===== src/rtl/debounce_switch_bank.sv =====
// Bank of independent switch debouncers: synchroniser, stable-sample filter,
// press/release pulses, and a per-channel hold/auto-repeat state machine.
module debounce_switch_bank #(
   parameter int NUM_CH          = 4,
   parameter int DEBOUNCE_CYCLES = 1000000,
   parameter int SYNC_STAGES     = 2,
   parameter int HOLD_CYCLES     = 25000000,
   parameter int REPEAT_CYCLES   = 5000000
) (
   input  logic              clk,
   input  logic              i_Reset,
   input  logic [NUM_CH-1:0] i_Switch,
   output logic [NUM_CH-1:0] o_Switch,
   output logic [NUM_CH-1:0] o_Press,
   output logic [NUM_CH-1:0] o_Release,
   output logic [NUM_CH-1:0] o_Hold,
   output logic [NUM_CH-1:0] o_Repeat
);

   localparam int DB_W       = $clog2(DEBOUNCE_CYCLES + 1);
   localparam int HOLD_W     = $clog2(HOLD_CYCLES + 1);
   localparam int REP_W      = (REPEAT_CYCLES > 0) ? $clog2(REPEAT_CYCLES + 1) : 1;
   localparam int REP_LAST_I = (REPEAT_CYCLES > 0) ? (REPEAT_CYCLES - 1) : 0;

   localparam logic [DB_W-1:0]   DB_LAST   = DB_W'(DEBOUNCE_CYCLES - 1);
   localparam logic [HOLD_W-1:0] HOLD_LAST = HOLD_W'(HOLD_CYCLES - 1);
   localparam logic [REP_W-1:0]  REP_LAST  = REP_W'(REP_LAST_I);

   typedef enum logic [1:0] {
      ST_IDLE    = 2'd0,
      ST_PRESSED = 2'd1,
      ST_HELD    = 2'd2
   } state_e;

   for (genvar g = 0; g < NUM_CH; g++) begin : g_ch
      logic [SYNC_STAGES-1:0] sync_q, sync_d;
      logic [DB_W-1:0]        db_cnt_q, db_cnt_d;
      logic [HOLD_W-1:0]      hold_cnt_q, hold_cnt_d;
      logic [REP_W-1:0]       rep_cnt_q, rep_cnt_d;
      state_e                 state_q, state_d;
      logic sw_q, sw_d;
      logic press_q, press_d;
      logic release_q, release_d;
      logic hold_q, hold_d;
      logic repeat_q, repeat_d;
      logic sync_s, accept_s, rise_s, fall_s;

      // Synchroniser shift and stable-sample filter
      always_comb begin
         sync_d   = {sync_q[SYNC_STAGES-2:0], i_Switch[g]};
         sync_s   = sync_q[SYNC_STAGES-1];
         accept_s = 1'b0;
         sw_d     = sw_q;
         db_cnt_d = '0;
         if (sync_s != sw_q) begin
            if (db_cnt_q == DB_LAST) begin
               accept_s = 1'b1;
               sw_d     = sync_s;
            end else begin
               db_cnt_d = db_cnt_q + DB_W'(1);
            end
         end else begin
            db_cnt_d = '0;
         end
         rise_s    = accept_s & sync_s;
         fall_s    = accept_s & ~sync_s;
         press_d   = rise_s;
         release_d = fall_s;
      end

      // Hold / repeat next state; a falling edge always wins over a due repeat
      always_comb begin
         state_d    = state_q;
         hold_cnt_d = '0;
         rep_cnt_d  = '0;
         repeat_d   = 1'b0;
         case (state_q)
            ST_IDLE: begin
               if (rise_s) begin
                  state_d = ST_PRESSED;
               end else begin
                  state_d = ST_IDLE;
               end
            end
            ST_PRESSED: begin
               if (fall_s) begin
                  state_d = ST_IDLE;
               end else if (hold_cnt_q == HOLD_LAST) begin
                  state_d = ST_HELD;
               end else begin
                  hold_cnt_d = hold_cnt_q + HOLD_W'(1);
               end
            end
            ST_HELD: begin
               if (fall_s) begin
                  state_d = ST_IDLE;
               end else if (REPEAT_CYCLES == 0) begin
                  rep_cnt_d = '0;
               end else if (rep_cnt_q == REP_LAST) begin
                  repeat_d = 1'b1;
               end else begin
                  rep_cnt_d = rep_cnt_q + REP_W'(1);
               end
            end
            default: begin
               state_d = ST_IDLE;
            end
         endcase
         hold_d = (state_d == ST_HELD);
      end

      // Channel state registers
      always_ff @(posedge clk) begin
         if (i_Reset) begin
            sync_q     <= '0;
            db_cnt_q   <= '0;
            hold_cnt_q <= '0;
            rep_cnt_q  <= '0;
            state_q    <= ST_IDLE;
            sw_q       <= 1'b0;
            press_q    <= 1'b0;
            release_q  <= 1'b0;
            hold_q     <= 1'b0;
            repeat_q   <= 1'b0;
         end else begin
            sync_q     <= sync_d;
            db_cnt_q   <= db_cnt_d;
            hold_cnt_q <= hold_cnt_d;
            rep_cnt_q  <= rep_cnt_d;
            state_q    <= state_d;
            sw_q       <= sw_d;
            press_q    <= press_d;
            release_q  <= release_d;
            hold_q     <= hold_d;
            repeat_q   <= repeat_d;
         end
      end

      assign o_Switch[g]  = sw_q;
      assign o_Press[g]   = press_q;
      assign o_Release[g] = release_q;
      assign o_Hold[g]    = hold_q;
      assign o_Repeat[g]  = repeat_q;
   end

endmodule


===== config.mk =====
export PLATFORM = sky130hd
export DESIGN_NAME = debounce_switch_bank
export DESIGN_NICKNAME = d
export VERILOG_FILES = /design/src/rtl/debounce_switch_bank.sv
export SDC_FILE = /design/constraint.sdc
export NUM_CORES = 1
export LEC_CHECK = 0
export ABC_AREA = 1
export CAP_MARGIN = 15
export CORE_MARGIN = 1.5
export CORE_UTILIZATION = 55
export DETAILED_ROUTE_END_ITERATION = 10
export DONT_BUFFER_PORTS = 1
export GPL_TIMING_DRIVEN = 1
export PLACE_DENSITY = 0.7
export SLEW_MARGIN = 20
export SYNTH_ARGS = -nofsm -noshare
export SYNTH_HDL_FRONTEND = slang
export SYNTH_SLANG_ARGS = --single-unit

===== constraint.sdc =====
create_clock -name clk -period 2.1 [get_ports clk]
set_input_delay 0.525 -clock clk [delete_from_list [all_inputs] [get_ports clk]]
set_output_delay 0.525 -clock clk [all_outputs]
set_load 0.02 [all_outputs]

# Yosys cells after proc, flatten, opt, wreduce, memory -nomap -nowiden
# Index checks and enable logic that the tools add are counted.
[word_totals]
ff_bits = 308
inputBits = 6
output_inout_bits = 20
[op_classes]
add_sub_neg = 12
n_eq_ne = 28
mux = 32
bitwise_logic = 24
reduce_logical = 24
[op_table]
columns = ["cell", "n"]
rows = [
  ["$add A25 B1 Y25 const B", 4],
  ["$eq A25 B25 Y1 const B", 4],
  ["$add A23 B1 Y23 const B", 4],
  ["$eq A23 B23 Y1 const B", 4],
  ["$add A20 B1 Y20 const B", 4],
  ["$eq A20 B20 Y1 const B", 4],
  ["$reduce_or A4 Y1", 8],
  ["$mux W2", 12],
  ["$pmux W2 S3", 4],
  ["$reduce_or A3 Y1", 8],
  ["$eq A2 B2 Y1 const B", 8],
  ["$mux W1", 16],
  ["$not A1 Y1", 16],
  ["$and A1 B1 Y1", 8],
  ["$eq A2 B1 Y1 const B", 4],
  ["$logic_not A2 Y1", 4],
  ["$reduce_and A2 Y1", 4],
  ["$ne A1 B1 Y1", 4],
]

# Longest topological paths before layout
# Gate-level depths: netlist of the first run.
[depth]
ltp_word = 7
mapped_depth = 11
mapped_depth_nobuf = 11

# Worst setup path before layout of the first run
# OpenSTA, ideal clock, no wires.
[synth_timing]
kind = "register -> register"
from = "register g_ch[2].hold_cnt_q[0]"
to = "register g_ch[2].hold_cnt_q[4]"
arrival_time_ps = 1422
required_time_ps = 1983
slack_ps = 562
path_stages_with_launch = 10
path_buffers = 1
cell_sequence = "dfxtp_1 > ha_1 > nand2_2 > nor2_4 > nand3_2 > nor2_2 > nand3_2 > nand4_4 > buf_8 > nor2_2"
[synth_between]
elab_chain_cells = 2
elab_cells_between_ends = 3
classes_between = "add/sub: 1; eq/ne: 1; reduce/logical: 1"
[synth_lines]
columns = ["element", "line_no", "text"]
rows = [
  ["from (decl)", "38", "logic [HOLD_W-1:0] hold_cnt_q, hold_cnt_d;"],
  ["from (signal assigned)", "128", "hold_cnt_q <= hold_cnt_d;"],
  ["branches (longest 2 deep; another with $add A25 B1 Y25)", "n/a", ""],
]
# Several ways; the timed one is not identified.
# A chain may end at the register's enable or synchronous reset.

# Final worst setup path of the first run
[layout_timing]
from = "register g_ch[2].db_cnt_q[0]"
to = "register g_ch[2].rep_cnt_q[17]"
[layout_between]
elab_chain_cells = 5
[layout_lines]
columns = ["element", "line_no", "text"]
rows = [
  ["from (decl)", "37", "logic [DB_W-1:0] db_cnt_q, db_cnt_d;"],
  ["from (signal assigned)", "127", "db_cnt_q <= db_cnt_d;"],
  ["$eq A20 B20 Y1", "56", "if (db_cnt_q == DB_LAST) begin"],
  ["$mux W1", "56", ""],
  ["$mux W1", "55", "if (sync_s != sw_q) begin"],
  ["$and A1 B1 Y1", "66", "fall_s = accept_s & ~sync_s;"],
  ["$reduce_or A4 Y1 (no source line)", "n/a", ""],
  ["to (signal assigned)", "129", "rep_cnt_q <= rep_cnt_d;"],
  ["to (decl)", "39", "logic [REP_W-1:0] rep_cnt_q, rep_cnt_d;"],
]
# No other way between the ends.

==> flow_metrics.env, run 1 <==
export IMPL_synth_simple_area_share=0.386
export IMPL_drv_slew=0
export IMPL_netlist_cell_type_count=48
export IMPL_p_leak_nw=5.77
export IMPL_r2r_start="g_ch[2].db_cnt_q[0]"
export IMPL_grt_max_degree=26
export IMPL_cts_setup_buffers=0
export IMPL_h_tree_depth=2
export IMPL_remaining_drc_errors=0
export IMPL_finish_utilization=0.609
export IMPL_routed_via_count=12900
export IMPL_synth_compound_area_frac=0.0391
export IMPL_min_path_cells=1
export IMPL_ir_drop_uv=738
export IMPL_synthMuxAreaShare=0
export IMPL_firstDrtPassIters=5
export IMPL_rows=61
export IMPL_critPathArrivalTime_ns=2.16
export IMPL_numCtsBuffers=35
export IMPL_overflow=0
export IMPL_fmax_mhz=559
export IMPL_die_x_um=172
export IMPL_syn_inst=2211
export IMPL_final_cell_count_no_fill=2613
export IMPL_placed_cell_area_um2=15700
export IMPL_ant_nets=0
export IMPL_critPathRequiredTime_ns=2.47
export IMPL_crit_type="reg -> reg"
export IMPL_coreArea_um2=27900
export IMPL_rsz0062_at_grt="no"
export IMPL_setup_tns_ns=0
export IMPL_start_kind="flip-flop"
export IMPL_dp_hpwl_um=22300
export IMPL_cts_tree="done"
export IMPL_synth_edf_count=0
export IMPL_outcome="finished, final reports clean"
export IMPL_synth_top_family_by_area="simple AND/OR/NAND/NOR gates"
export IMPL_relSlewSlack=0.606
export IMPL_synthArstFlopShare=0
export IMPL_maxCapViolations=0
export IMPL_grt_total_usage=0.216
export IMPL_crit_chain="ha_1 -> nand2_2 -> nor2_4 -> nand4_4 -> nand4_2 -> nor2_1"
export IMPL_yosysMostFrequentCell="nand2_1"
export IMPL_layout_drive_gt1_share=0.0841
export IMPL_pin_count=26
export IMPL_final_nets=2226
export IMPL_critPathMaxStageDelay_ns=0.41
export IMPL_drt_iter0_markers=769
export IMPL_cts_hold_buf=0
export IMPL_synth_area_leaders="dfxtp_1 (39%), nand2_1 (12%), nor2_1 (10%)"
export IMPL_cp_startpoint="g_ch[2].db_cnt_q[0]"
export IMPL_regToRegEndpoint="g_ch[2].rep_cnt_q[17]"
export IMPL_syn_to_final_growth_pct=8.60
export IMPL_synth_top_cells_by_count="nand2_1 (493), nor2_1 (426), dfxtp_1 (308)"
export IMPL_ctsResizeCount=0
export IMPL_rr_worst_depth=6
export IMPL_critPathMaxFanout=23
export IMPL_clkSinkCount=308
export IMPL_syn_area_per_cell_um2=7.06
export IMPL_via_per_inst=4.94
export IMPL_yosysWarnings=0
export IMPL_ys_flop_type="dfxtp_1"
export IMPL_antenna_found_initial=0
export IMPL_hold_violations=0
export IMPL_dpl_cell_count=2549
export IMPL_hold_slack_ns=0.0671
export IMPL_fin_crit_sh=0.852
export IMPL_hold_class="in -> reg"
export IMPL_grt_pass1_vias=12200
export IMPL_synth_area_leader_cell="dfxtp_1"
export IMPL_die_area_um2=29400
export IMPL_synthesis_area_um2=15600
export IMPL_powerDensity_nw_per_um2=727
export IMPL_synth_fa_ha_area_frac=0.00961
export IMPL_routed_wl_um=30500
export IMPL_synth_nets=2229
export IMPL_start_util=0.561
export IMPL_r2r_slack_ns=0.31
export IMPL_grt_pass1_wl_um=53400
export IMPL_nFillCells=2604
export IMPL_endpoint="g_ch[2].rep_cnt_q[17]"
export IMPL_fp_dieH_um=172
export IMPL_crit_slowest_cell="dfxtp_1"
export IMPL_wl_per_cell_um=11.7
export IMPL_cp_end_kind="flip-flop"
export IMPL_path_clk_slew_ns=0.06
export IMPL_worst_pin_slew_ns=0.589
export IMPL_gp_congestion=0.893
export IMPL_yosysSeqAreaShare=0.395
export IMPL_fin_crit_ns=1.79
export IMPL_cts_max_path_buffers=3
export IMPL_setup_viol=0
export IMPL_postLayoutCellArea_um2=17000
export IMPL_synthXorXnorAreaFrac=0.0746
export IMPL_finalClockSkew_ns=0.0228
export IMPL_synth_seq_cells=308
export IMPL_cts_root_buf="clkbuf_16"
export IMPL_diodes=0
export IMPL_post_synth_top_area_fraction=0.395
export IMPL_clkLatencyLatePin_ns=0.52
export IMPL_io_buffers=0
-- stage by stage --
step	setup slack, ns	power [mW]
floorplan	0.562	6.03
global placement	0.362	6.03
detailed placement	0.313	6.03
CTS	0.295	12.5
global route	0.0803	12.7
finish	0.311	12.3
-- how the worst min path moves through the flow --
stage / end / slack, ns / start
after floorplan: g_ch[0].sync_q[1] / 0.39 / g_ch[0].sync_q[0]
after global placement: g_ch[0].sync_q[1] / 0.39 / g_ch[0].sync_q[0]
after detailed placement: g_ch[0].sync_q[1] / 0.40 / g_ch[0].sync_q[0]
after CTS: g_ch[1].sync_q[0] / 0.05 / i_Reset
after global routing: g_ch[0].sync_q[0] / 0.05 / i_Reset
final: g_ch[0].sync_q[0] / 0.07 / i_Reset
-- sequential cells by signal, indices dropped and copies added, names as in the netlist --
name	flops
g_ch.hold_cnt_q	100
g_ch.rep_cnt_q	92
g_ch.db_cnt_q	80
g_ch.state_q	8
g_ch.sync_q	8
g_ch.hold_q	4
g_ch.press_q	4
g_ch.release_q	4
g_ch.repeat_q	4
g_ch.sw_q	4
-- placed cells by master, fill, tap and decap left out, types with 7 or more instances in the layout --
master     instances
nand2_2           14
inv_1            282
clkbuf_16         36
nand3_1          129
or2_0              7
xor2_1            87
xnor2_1           46
ha_1              12
nand3_4            9
nor3_1            73
a21oi_1           68
o21ai_0           29
nand3_2            7
nand4_1           40
nand2_1          493
a21oi_2           10
nor2_4            15
nand3b_1          19
clkinv_2           9
nor2_2            40
nor2_1           426
dfxtp_1          308
-- critical path: cells and delay by family, from the launching register on --
kind	cells	cell delay [ns]
flops	1	0.41
fa+ha+maj	1	0.26
simple gates	5	0.97
-- layout make-up --
type                       instances  area [um2]  share of cell area
clock inverter                    16         224              0.0132
sequential                       308        6170               0.364
timing repair buffer               6        45.0             0.00266
tap                              378         473              0.0279
clock buffer                      48        1010              0.0593
multi-input combinational       1568        7960               0.469
inverter                         289        1090              0.0640
-- where the power goes --
part / switching [mW] / internal [mW] / total, mW
Clock: 2.44 / 3.99 / 6.43
Combinational: 0.0335 / 0.0125 / 0.0460
Sequential: 0.00497 / 5.85 / 5.86
-- metal layers --
| metal | vias to the layer above | global-route usage | wire length, um |
|---|---|---|---|
| met2 | 169 | 0.381 | 14400 |
| met5 | - | 0 | 0 |
| met4 | 0 | 0.0572 | 565 |
| li1 | 6881 | - | - |
| met3 | 45 | 0.0370 | 1250 |
| met1 | 5801 | 0.270 | 14300 |
-- cell families (layout without fill, tap and decap cells) --
group / after synthesis / count (layout)
DFF: 308 / 308
AOI/OAI and AO/OA: 113 / 113
buffers and inverters: 335 / 359
adders and majority gates: 12 / 12
and+or+nand+nor: 1310 / 1310
xor gates and xnor gates: 133 / 133
Note: power is estimated with default switching activity, not from simulation.
==> inputs of run 2 (changes only) <==
Settings changed: SETUP_SLACK_MARGIN set to 0.1.
==> run 2 against run 1 <==
  * First-iteration DRC count is 3.3% higher
  * Worst hold slack hardly changed
  * Core utilization hardly changed
  * Setup slack better by 0.022 ns
  * Clock-buffer cell count stayed put
  * Register-to-register slack better by 0.02 ns
  * Flip-flop and latch count stayed put
==> flow_metrics.env, run 2 (same netlist as run 1, synthesis figures left out) <==
export IMPL_start_kind="flip-flop"
export IMPL_cts_tree="done"
export IMPL_die_x_um=172
export IMPL_path_clk_slew_ns=0.06
export IMPL_largest_reg_flops=100
export IMPL_min_from="i_Reset"
export IMPL_hold_violations=0
export IMPL_total_power_mw=12.3
export IMPL_reg_top3="g_ch.hold_cnt_q (100), g_ch.rep_cnt_q (92), g_ch.db_cnt_q (80)"
export IMPL_via_per_inst=4.93
export IMPL_crit_family="simple AND/OR/NAND/NOR gates"
export IMPL_setup_tns_ns=0
export IMPL_routed_wl_um=30500
export IMPL_cts_setup_buffers=0
export IMPL_crit_type="reg -> reg"
export IMPL_cts_root_buf="clkbuf_16"
export IMPL_dp_hpwl_um=22300
export IMPL_critPathMaxFanout=25
export IMPL_fmax_mhz=566
export IMPL_firstDrtPassIters=5
export IMPL_worst_slack_ns=0.332
export IMPL_routed_via_count=12900
export IMPL_critPathRequiredTime_ns=2.48
export IMPL_ant_nets=0
export IMPL_fin_crit_sh=0.842
export IMPL_relSlewSlack=0.654
export IMPL_ir_drop_uv=738
export IMPL_setup_viol=0
export IMPL_finish_utilization=0.609
export IMPL_hold_class="in -> reg"
export IMPL_multi_input_area_um2=7970
export IMPL_final_nets=2226
export IMPL_path_buf_inv=0
export IMPL_numCtsBuffers=35
export IMPL_cp_startpoint="g_ch[2].hold_cnt_q[0]"
export IMPL_die_area_um2=29400
export IMPL_grt_pass1_wl_um=53400
export IMPL_critPathArrivalTime_ns=2.15
export IMPL_gp_congestion=0.893
export IMPL_remaining_drc_errors=0
export IMPL_place_ws_ns=0.313
export IMPL_drt_iter0_markers=794
export IMPL_crit_slowest_cell="dfxtp_1"
export IMPL_top_register="g_ch.hold_cnt_q"
export IMPL_antenna_found_initial=0
export IMPL_wl_per_cell_um=11.7
export IMPL_p_leak_nw=5.75
export IMPL_syn_to_final_growth_pct=8.65
export IMPL_grt_total_usage=0.216
export IMPL_layout_common_cells="nand2_1 (493), nor2_1 (426), dfxtp_1 (308)"
export IMPL_crit_chain="ha_1 -> nand2_2 -> nor2_4 -> nand3_2 -> nor2_2 -> nand3_2 -> nand4_4 -> nor2_1"
export IMPL_fp_dieH_um=172
export IMPL_rsz0062_at_grt="no"
export IMPL_seq_area_um2=6170
export IMPL_layout_drive_gt1_share=0.0841
export IMPL_start_util=0.561
export IMPL_outcome="finished, final reports clean"
export IMPL_worst_pin_slew_ns=0.515
export IMPL_clkSinkCount=308
export IMPL_critPathMaxStageDelay_ns=0.39
export IMPL_io_buffers=0
export IMPL_rows=61
export IMPL_grt_pass1_vias=12200
export IMPL_coreArea_um2=27900
export IMPL_cp_common_cell="nand3_2"
export IMPL_maxCapViolations=0
export IMPL_grt_max_degree=26
export IMPL_r2r_start="g_ch[2].hold_cnt_q[0]"
export IMPL_final_common_cell="nand2_1"
export IMPL_pin_count=26
export IMPL_powerDensity_nw_per_um2=727
export IMPL_cp_end_kind="flip-flop"
export IMPL_diodes=0
export IMPL_overflow=0
export IMPL_fin_crit_ns=1.77
export IMPL_cts_max_path_buffers=3
export IMPL_drv_slew=0
export IMPL_placed_cell_area_um2=15700
export IMPL_finalClockSkew_ns=0.0229
export IMPL_postLayoutCellArea_um2=17000
export IMPL_clkLatencyLatePin_ns=0.52
export IMPL_nFillCells=2601
export IMPL_h_tree_depth=2
run 2: final cells by class:
cell class	instances	area share
Clock buffer	48	0.0593
Clock inverter	16	0.0132
Inverter	289	0.0640
Multi-Input combinational cell	1568	0.470
Sequential cell	308	0.363
Tap cell	378	0.0279
Timing Repair Buffer	6	0.00265
run 2: path summary, 6_finish.rpt:
check | end | slack [ns] | cells past startpoint
max | g_ch[2].hold_cnt_q[20] | 0.33 | 8
min | g_ch[0].sync_q[0] | 0.07 | 1
max reg2reg | g_ch[2].hold_cnt_q[20] | 0.33 | 8
min reg2reg | g_ch[2].sync_q[1] | 0.39 | 2
run 2: where the power goes:
group / switching, mW / internal [mW]
Combinational: 0.0338 / 0.0125
Clock: 2.44 / 3.99
Sequential: 0.00497 / 5.85
run 2: repair_timing:
action | 4_1_cts | 5_1_grt
setup endpoints to repair | 0 | 1
hold buffers | 0 | 0
resized for setup | 0 | 1
run 2: metrics by stage:
stage / hold slack (ns) / instances
floorplan: 0.388 / 2211
global placement: 0.395 / 2549
detailed placement: 0.398 / 2549
CTS: 0.0496 / 2613
global route: 0.0456 / 2613
finish: 0.0672 / 2613
run 2: worst reg2reg max path, stage by stage, from the launching register on:
cell,delay (ns)
dfxtp_1,0.39
ha_1,0.26
nand2_2,0.09
nor2_4,0.13
nand3_2,0.12
nor2_2,0.12
nand3_2,0.12
nand4_4,0.31
nor2_1,0.09
run 2: layer usage:
| layer | up-vias | wire, um | track usage |
|---|---|---|---|
| met2 | 164 | 14300 | 0.381 |
| met3 | 45 | 1230 | 0.0370 |
| li1 | 6883 | - | - |
| met5 | - | 0 | 0 |
| met1 | 5798 | 14300 | 0.270 |
| met4 | 0 | 565 | 0.0572 |
==> inputs of run 3 (changes only) <==
Settings changed: PLACE_DENSITY 0.7 to 0.73.
Clock period 2.1 ns to 1.6 ns, I/O delays scaled along.
==> run 3 against run 2 <==
  * Global-route usage rose by 2.8 points
  * Routed wire length is 26% higher
  * Sequential share of layout area is 5.2 points lower
  * The flow now finishes with violations (negative hold slack)
  * Non-clock buffer count up 167
  * Clock power grew 20%
  * Highest routed layer unchanged
  * Core utilization is 11 points higher
  * Die area did not move
  * Total power grew 26%
  * Critical path depth stayed put
==> flow_metrics.env, run 3 (same netlist as run 1, synthesis figures left out) <==
export IMPL_h_tree_depth=2
export IMPL_clkSinkCount=308
export IMPL_rsz0062_at_grt="yes"
export IMPL_hold_path_end="g_ch[0].state_q[0]"
export IMPL_ant_nets=0
export IMPL_final_common_cell="nand2_1"
export IMPL_worst_pin_slew_ns=0.588
export IMPL_routed_via_count=14400
export IMPL_setup_viol=0
export IMPL_min_from="i_Reset"
export IMPL_wl_per_cell_um=13.8
export IMPL_grt_pass1_wl_um=59900
export IMPL_p_comb_frac=0.008
export IMPL_cts_root_buf="clkbuf_16"
export IMPL_r2r_slack_ns=0.01
export IMPL_die_x_um=172
export IMPL_ir_drop_uv=952
export IMPL_crit_type="reg -> reg"
export IMPL_firstDrtPassIters=5
export IMPL_rows=61
export IMPL_outcome="finished, violations left"
export IMPL_layout_common_cells="nand2_1 (457), nor2_1 (339), inv_1 (260)"
export IMPL_syn_to_final_growth_pct=28.6
export IMPL_p_switching_mw=3.14
export IMPL_grt_total_usage=0.243
export IMPL_p_leak_nw=6.90
export IMPL_critPathArrivalTime_ns=1.97
export IMPL_start_util=0.561
export IMPL_finalClockSkew_ns=0.0259
export IMPL_power_share_clock=0.497
export IMPL_via_per_inst=5.16
export IMPL_use_met2=0.428
export IMPL_fin_crit_ns=1.59
export IMPL_overflow=0
export IMPL_coreArea_um2=27900
export IMPL_hold_slack_ns=-0.0478
export IMPL_r2r_start="g_ch[2].db_cnt_q[17]"
export IMPL_placed_cell_area_um2=16400
export IMPL_grt_pass1_vias=13500
export IMPL_layout_drive_gt1_share=0.273
export IMPL_cts_tree="done"
export IMPL_nFillCells=1928
export IMPL_final_nets=2407
export IMPL_relSlewSlack=0.608
export IMPL_multi_input_area_um2=9570
export IMPL_largest_reg_flops=100
export IMPL_grt_busiest_layer="met2"
export IMPL_dp_hpwl_um=22900
export IMPL_postLayoutCellArea_um2=20100
export IMPL_use_met1=0.308
export IMPL_hold_class="in -> reg"
export IMPL_remaining_drc_errors=0
export IMPL_clkLatencyLatePin_ns=0.52
export IMPL_drv_slew=0
export IMPL_use_met3=0.0341
export IMPL_seq_area_um2=6250
export IMPL_min_path_cells=1
export IMPL_maxCapViolations=0
export IMPL_gp_congestion=0.919
export IMPL_cts_hold_buf=8
export IMPL_reg_top3="g_ch.hold_cnt_q (100), g_ch.rep_cnt_q (92), g_ch.db_cnt_q (80)"
export IMPL_pwr_share_seq=0.495
export IMPL_cp_end_kind="flip-flop"
export IMPL_hold_violations=11
export IMPL_setup_tns_ns=0
export IMPL_critPathRequiredTime_ns=1.99
export IMPL_pin_count=26
export IMPL_violations="negative hold slack"
export IMPL_diodes=0
export IMPL_fmax_mhz=630
export IMPL_cts_max_path_buffers=3
export IMPL_path_clk_slew_ns=0.06
export IMPL_powerDensity_nw_per_um2=773
export IMPL_swShare=0.202
export IMPL_rr_worst_depth=8
export IMPL_numCtsBuffers=35
export IMPL_fin_crit_sh=0.992
export IMPL_grt_max_degree=25
export IMPL_top_register="g_ch.hold_cnt_q"
export IMPL_start_kind="flip-flop"
export IMPL_critPathMaxFanout=8
export IMPL_antenna_found_initial=0
export IMPL_io_buffers=0
export IMPL_fp_dieH_um=172
export IMPL_die_area_um2=29400
export IMPL_routed_wl_um=38400
export IMPL_p_int_mw=12.4
export IMPL_drt_iter0_markers=921
export IMPL_regToRegEndpoint="g_ch[2].hold_cnt_q[6]"
-- run 3: cell type report --
cell class,instances,share of cell area
multi-input cells,1581,0.476
flip-flops and latches,308,0.311
repair buffers,173,0.0786
inverters,289,0.0546
clock buffers,49,0.0518
well taps,378,0.0236
clock inverters,8,0.00336
repair inverters,1,0.000374
-- run 3: critical path, cell delays in order, from the launching register on --
cell       delay (ns)
dfxtp_1          0.36
nand2_1          0.06
inv_1            0.10
nand2_1          0.10
nor2_4           0.17
nand4_4          0.21
nand4_4          0.22
clkbuf_16        0.20
nor2_2           0.03
-- run 3: what timing repair did --
action / 4_1_cts / 5_1_grt
gates cloned: 16 / 5
gates resized for setup: 112 / 339
endpoints found under the setup margin: 272 / 286
hold endpoints to repair: 20 / 12
pin swaps: 39 / 97
setup buffers: 26 / 43
-- run 3: routing by layer --
metal,up-vias,share of wire
li1,7282,-
met1,6640,0.43
met2,349,0.50
met3,98,0.044
met4,0,0.026
met5,-,0
-- run 3: worst max-delay path by stage --
stage	from	end	slack, ns
3_5_place_dp	g_ch[1].rep_cnt_q[1]	g_ch[1].rep_cnt_q[14]	-0.04
6_report	g_ch[2].db_cnt_q[17]	g_ch[2].hold_cnt_q[6]	0.01
5_1_grt	g_ch[2].db_cnt_q[4]	g_ch[2].hold_cnt_q[6]	-0.07
4_1_cts	g_ch[0].rep_cnt_q[1]	g_ch[0].rep_cnt_q[2]	0.05
2_1_floorplan	g_ch[3].rep_cnt_q[0]	g_ch[3].rep_cnt_q[0]	0.11
3_3_place_gp	g_ch[3].db_cnt_q[0]	g_ch[3].rep_cnt_q[22]	0.009
-- run 3: power groups by stage --
stage,registers (mW),clock network [mW],logic [mW]
3_5_place_dp,7.86,0,0.0692
2_1_floorplan,7.86,0,0.0546
4_1_cts,7.69,7.86,0.0975
3_3_place_gp,7.86,0,0.0688
5_1_grt,7.68,8.18,0.126
6_report,7.69,7.72,0.117
-- run 3: per-stage QoR --
stage	std cells	total power [mW]	util	hold slack, ns	worst slack (ns)
2_1_floorplan	2211	7.91	-	0.388	0.108
3_3_place_gp	2634	7.92	0.590	0.391	0.00862
3_5_place_dp	2634	7.93	0.590	0.393	-0.0428
4_1_cts	2741	15.7	0.664	-0.0661	0.0481
5_1_grt	2787	16.0	0.721	-0.0598	-0.0712
6_report	2787	15.5	0.721	-0.0478	0.0132
